`src/rtl/mmio_sig_monitor.sv`:
```
// mmio_sig_monitor: snoops MMIO writes into per-channel signature records and runs a stop/drain/done sequence
module mmio_sig_monitor #(
  parameter int                DATA_W       = 64,
  parameter int                ADDR_W       = 32,
  parameter int                NUM_CH       = 4,
  parameter int                DEPTH        = 16,
  parameter logic [ADDR_W-1:0] BASE_ADDR    = 32'h6000_0000,
  parameter int                STRIDE       = 8,
  parameter int                STOP_CH      = 0,
  parameter int                DRAIN_CYCLES = 500
) (
  input  logic                      clk_i,
  input  logic                      rst_ni,
  input  logic                      mmio_req_i,
  input  logic                      mmio_we_i,
  input  logic [ADDR_W-1:0]         mmio_addr_i,
  input  logic [DATA_W-1:0]         mmio_wdata_i,
  input  logic [DATA_W-1:0]         mmio_wdata_t0_i,
  input  logic [ADDR_W-1:0]         mmio_addr_t0_i,
  input  logic                      mmio_req_t0_i,
  input  logic [31:0]               simlen_i,
  input  logic [NUM_CH-1:0]         ch_en_i,
  output logic                      rec_valid_o,
  input  logic                      rec_ready_i,
  output logic [$clog2(NUM_CH)-1:0] rec_ch_o,
  output logic [15:0]               rec_idx_o,
  output logic [DATA_W-1:0]         rec_data_o,
  output logic [DATA_W-1:0]         rec_data_t0_o,
  output logic                      rec_ctrl_taint_o,
  output logic                      stop_seen_o,
  output logic                      done_o,
  output logic                      overflow_o,
  output logic [31:0]               cycle_o
);
  localparam int CW = $clog2(NUM_CH);
  localparam int PW = $clog2(DEPTH);
  localparam int RW = CW + 16 + 2 * DATA_W + 1;
  typedef enum logic [1:0] {RUN, DRAIN, DONE} state_t;
  state_t          state_q, state_d;
  logic [31:0]     drain_q;
  logic [15:0]     idx_q [NUM_CH];
  logic [RW-1:0]   mem [DEPTH];
  logic [PW-1:0]   wr_ptr, rd_ptr;
  logic [PW:0]     count;
  logic [CW-1:0]   hit_ch;
  logic            hit, stop_hit, run, sim_end, full, pop, push, accept;
  always_comb begin
    hit = 1'b0;
    stop_hit = 1'b0;
    hit_ch = '0;
    for (int i = 0; i < NUM_CH; i++)
      if (mmio_req_i && mmio_we_i && ch_en_i[i] && mmio_addr_i == BASE_ADDR + ADDR_W'(STRIDE * i)) begin
        if (i == STOP_CH) stop_hit = 1'b1;
        else begin
          hit = 1'b1;
          hit_ch = CW'(i);
        end
      end
  end
  assign run         = state_q == RUN;
  assign sim_end     = simlen_i != 32'd0 && cycle_o == simlen_i - 32'd1;
  assign full        = count == (PW+1)'(DEPTH);
  assign rec_valid_o = count != '0;
  assign pop         = rec_valid_o & rec_ready_i;
  assign push        = run & hit;
  assign accept      = push & (~full | pop);
  assign done_o      = state_q == DONE;
  // Data outputs read straight from the head slot; gated so an empty FIFO shows zeros
  assign {rec_ch_o, rec_idx_o, rec_data_o, rec_data_t0_o, rec_ctrl_taint_o} = rec_valid_o ? mem[rd_ptr] : '0;
  always_comb begin
    state_d = run ? (sim_end ? DONE : stop_hit ? DRAIN : RUN)
                  : (state_q == DRAIN && drain_q == 32'd0) ? DONE : state_q;
  end
  always_ff @(posedge clk_i or negedge rst_ni) begin
    if (!rst_ni) begin
      state_q     <= RUN;
      cycle_o     <= '0;
      drain_q     <= '0;
      stop_seen_o <= 1'b0;
      overflow_o  <= 1'b0;
      wr_ptr      <= '0;
      rd_ptr      <= '0;
      count       <= '0;
      for (int i = 0; i < NUM_CH; i++) idx_q[i] <= '0;
    end else begin
      state_q <= state_d;
      if (state_q != DONE) cycle_o <= cycle_o + 32'd1;
      if (run && stop_hit) begin
        stop_seen_o <= 1'b1;
        drain_q     <= 32'(DRAIN_CYCLES);
      end else if (state_q == DRAIN && drain_q != 32'd0) drain_q <= drain_q - 32'd1;
      // Sequence numbers advance even when the record itself is dropped
      if (push) idx_q[hit_ch] <= idx_q[hit_ch] + 16'd1;
      if (push && full && !pop) overflow_o <= 1'b1;
      if (accept) wr_ptr <= wr_ptr + 1'b1;
      if (pop) rd_ptr <= rd_ptr + 1'b1;
      count <= count + (PW+1)'(accept) - (PW+1)'(pop);
    end
  end
  always_ff @(posedge clk_i) begin
    if (accept) mem[wr_ptr] <= {hit_ch, idx_q[hit_ch], mmio_wdata_i, mmio_wdata_t0_i, mmio_req_t0_i | (|mmio_addr_t0_i)};
  end
endmodule
```
`config.mk`:
```
export PLATFORM = sky130hd
export DESIGN_NAME = mmio_sig_monitor
export DESIGN_NICKNAME = d
export VERILOG_FILES = /design/src/rtl/mmio_sig_monitor.sv
export SDC_FILE = /design/constraint.sdc
export NUM_CORES = 2
export LEC_CHECK = 0
export CELL_PAD_IN_SITES_DETAIL_PLACEMENT = 0
export CELL_PAD_IN_SITES_GLOBAL_PLACEMENT = 2
export CORE_UTILIZATION = 35
export DETAILED_ROUTE_END_ITERATION = 10
export GPL_TIMING_DRIVEN = 1
export PLACE_DENSITY = 0.67
export SLEW_MARGIN = 20
export SYNTH_ARGS = -nofsm -noshare
export SYNTH_HDL_FRONTEND = slang
export SYNTH_SLANG_ARGS = --single-unit
export TNS_END_PERCENT = 1
```
`constraint.sdc`:
```
create_clock -name clk_i -period 17.8 [get_ports clk_i]
set_input_delay 4.45 -clock clk_i [delete_from_list [all_inputs] [get_ports clk_i]]
set_output_delay 4.45 -clock clk_i [all_outputs]
set_load 0.05 [all_outputs]
```
==> qor.yml <==
status:
  outcome: "completed"
pwr:
  leakage_nw: 35.5
  power_mw: 17.5
  powerDensity_nw_per_um2: 152
  vdd_ir_drop_max_v: 0.000120
grt:
  grt_pass1_vias: 48900
  grt_max_degree: 150
  grtUsageTotal_pct: 17.2
  grt_pass1_wl_um: 349000
  antenna_found_initial: 42
  grt_overflow: 0
finish:
  final_common_cell: "edfxtp_1"
  final_cell_mix: "2,352 x edfxtp_1, 735 x mux4_2, 415 x clkdlybuf4s50_1"
  seq_area_sq_um: 74300
  layout.nets: 5168
  multi_input_area_sq_um: 22100
  n_fill_cell: 23900
  area_delta_synth_final_pct: 18.3
  drive_gt1_share_pct: 24.8
  fin_area_sq_um: 115000
cts:
  clock_path_buffers: 4
  cts-root-buf: "clkbuf_16"
  cts_tree: "built"
  cts_made_buffers: 280
  cts_resized: 0
  clock-sinks: 2497
  clock_latency_ps: 850
  cts_setup_buffers: 0
  clk_pin_slew_worst_paths_ps: 60
  hold_buffers: 0
  htreeDepth: 5
timing:
  grt_setup_unrepaired: "no"
  period_share_pct: 59.4
  clock.fmax_ghz: 0.0946
  min_period_ps: 10570
  final_hold_viol_count: 0
  setup_viol: 0
  clock_skew_ps: 41.3
  slew-limit-headroom_pct: 20.8
  slew_violations: 0
  worstMarginPinSlew_ps: 1190
die:
  die_x_um: 529
  core.rowCount: 193
  boundaryPins: 417
  initial_utilization_pct: 35.2
  core_region_area_sq_um: 276000
  fp.dieH_um: 529
  die_area_sq_um: 280000
synth:
  synth_fp_nets: 4591
  yosys-mux-area-fraction_pct: 17.3
  synth.ff_latch_count: 2497
  yosysSeqAreaShare_pct: 76.3
  ys_types: 67
  syn_avg_cell_area_sq_um: 22.4
  ys.flop_type: "edfxtp_1"
  netlist_instances: 4340
  synth-simple-area-share_pct: 3.17
  async_reset_ff_share_pct: 5.81
  yosys_warnings: 0
  synth_fa_ha_area_share_pct: 0.226
  synth-compound-area-share_pct: 0.918
  synth_xor_xnor_area_share_pct: 1.02
  synth_top_family_by_area: "multiplexers"
  synth_area_sq_um: 97300
  synth_edf_count: 2352
critical_path:
  rrSetupSlack_ps: 13230
  crit_path_max_fanout: 149
  critPathKind: "register to output pin"
  crit_arrival_ps: 6120
  start_kind: "register"
  end_kind: "output pin"
  worstPathRequired_ps: 13350
flow_run:
  cap_violations: 0
detailed_routing:
  route.detailed.drc: 0
  ant_nets: 0
  wl_per_cell_um: 27.3
  viasPerCell: 5.21
  drt_iter0_drc: 3835
  vias: 46100
  drtPass1Iterations: 5
  totalWireLength_um: 241000
placement:
  gp_congestion: 0.728
  dpl-instance-area_sq_um: 106000
  io_buffer_count: 416
  post-dp-hpwl_um: 129000
hold_path:
  holdCritPathClass: "register to register"
-- final cells by class --
type	count	share of cell area [%]
Clock buffer	355	6.59
Clock inverter	138	1.08
Sequential cell	2497	64.5
Multi-Input combinational cell	1569	19.2
Timing Repair Buffer	527	4.41
Tap cell	3705	4.03
Antenna cell	14	0.0304
Inverter	42	0.137
-- where the power goes --
| part | leakage, nW | switching, mW | total, mW | internal, mW |
|---|---|---|---|---|
| logic | 8.57 | 3.02 | 5.36 | 2.33 |
| registers | 22.6 | 0.111 | 6.54 | 6.42 |
| clock network | 4.28 | 2.28 | 5.58 | 3.29 |
-- path summary, 6_finish.rpt --
check	from	endpoint	cells after the start
max	rd_ptr[1]	rec_data_o[23]	7
max in group asynchronous	rst_ni	rd_ptr[2]	2
min in group asynchronous	rst_ni	cycle_o[30]	1
max reg2reg	count[2]	mem[14][80]	9
min reg2reg	idx_q[49]	idx_q[49]	0
min	idx_q[49]	idx_q[49]	0
-- state kept, by name, indices dropped and copies added (netlist names) --
name / flops
overflow_o: 1
wr_ptr: 4
drain_q: 32
rd_ptr: 4
cycle_o: 32
state_q: 2
idx_q: 64
count: 5
stop_seen_o: 1
mem: 2352
-- kinds of logic after synthesis --
logic type / after synthesis
DFF: 2497
muxes: 758
and+or+nand+nor: 548
buffers and inverters: 274
AOI/OAI and AO/OA: 133
xor gates and xnor gates: 113
adders and majority gates: 17
-- cells in the mapped netlist, drive strengths merged (7+ instances only) --
cell type	n	area [sq um]
a21oi	16	80.1
a2bb2oi	9	85.1
a32oi	16	140
and2	153	957
and3	14	87.6
and4	12	105
buf	43	170
clkbuf	189	709
dfrtp	145	3630
edfxtp	2352	70600
ha	16	200
inv	42	158
mux2	18	203
mux4	735	16600
nand2	101	379
nand2b	8	50.1
nand3	32	165
nand4	21	138
nor2	74	278
nor2b	7	43.8
nor3	35	180
nor3b	8	60.1
nor4	38	289
nor4b	8	76.3
o21ai	50	250
o22ai	7	43.8
o32ai	11	96.3
or3	12	75.1
or4	7	52.6
xnor2	85	744
xor2	28	245
-- through the flow --
step	cells	setup slack [ps]	TNS [ps]	hold WS (ps)	util [%]
floorplan	4340	-3550	-2088090	424	-
global placement	8340	7600	0	365	38.4
detailed placement	8340	7540	0	368	38.4
CTS	8833	7080	0	380	41.6
global route	8838	7010	0	387	41.6
finish	8847	7230	0	376	41.6
-- worst max-delay path, stage by stage (launching register included) --
cell and delay, ps:
dfrtp_4 720, buf_4 690, buf_4 870, buf_12 640, mux4_2 430, mux4_2 490, and2_1 270, clkdlybuf4s50_1 740
-- metal layers --
layer | GRT usage [%] | up-vias | share of wire [%]
met4 | 4.24 | 18 | 1.9
met2 | 27.7 | 1224 | 48
met5 | 0 | - | 0.042
li1 | - | 19400 | -
met3 | 3.13 | 346 | 5.8
met1 | 24.1 | 25100 | 44
No activity file was read; power rests on OpenSTA's default activity.
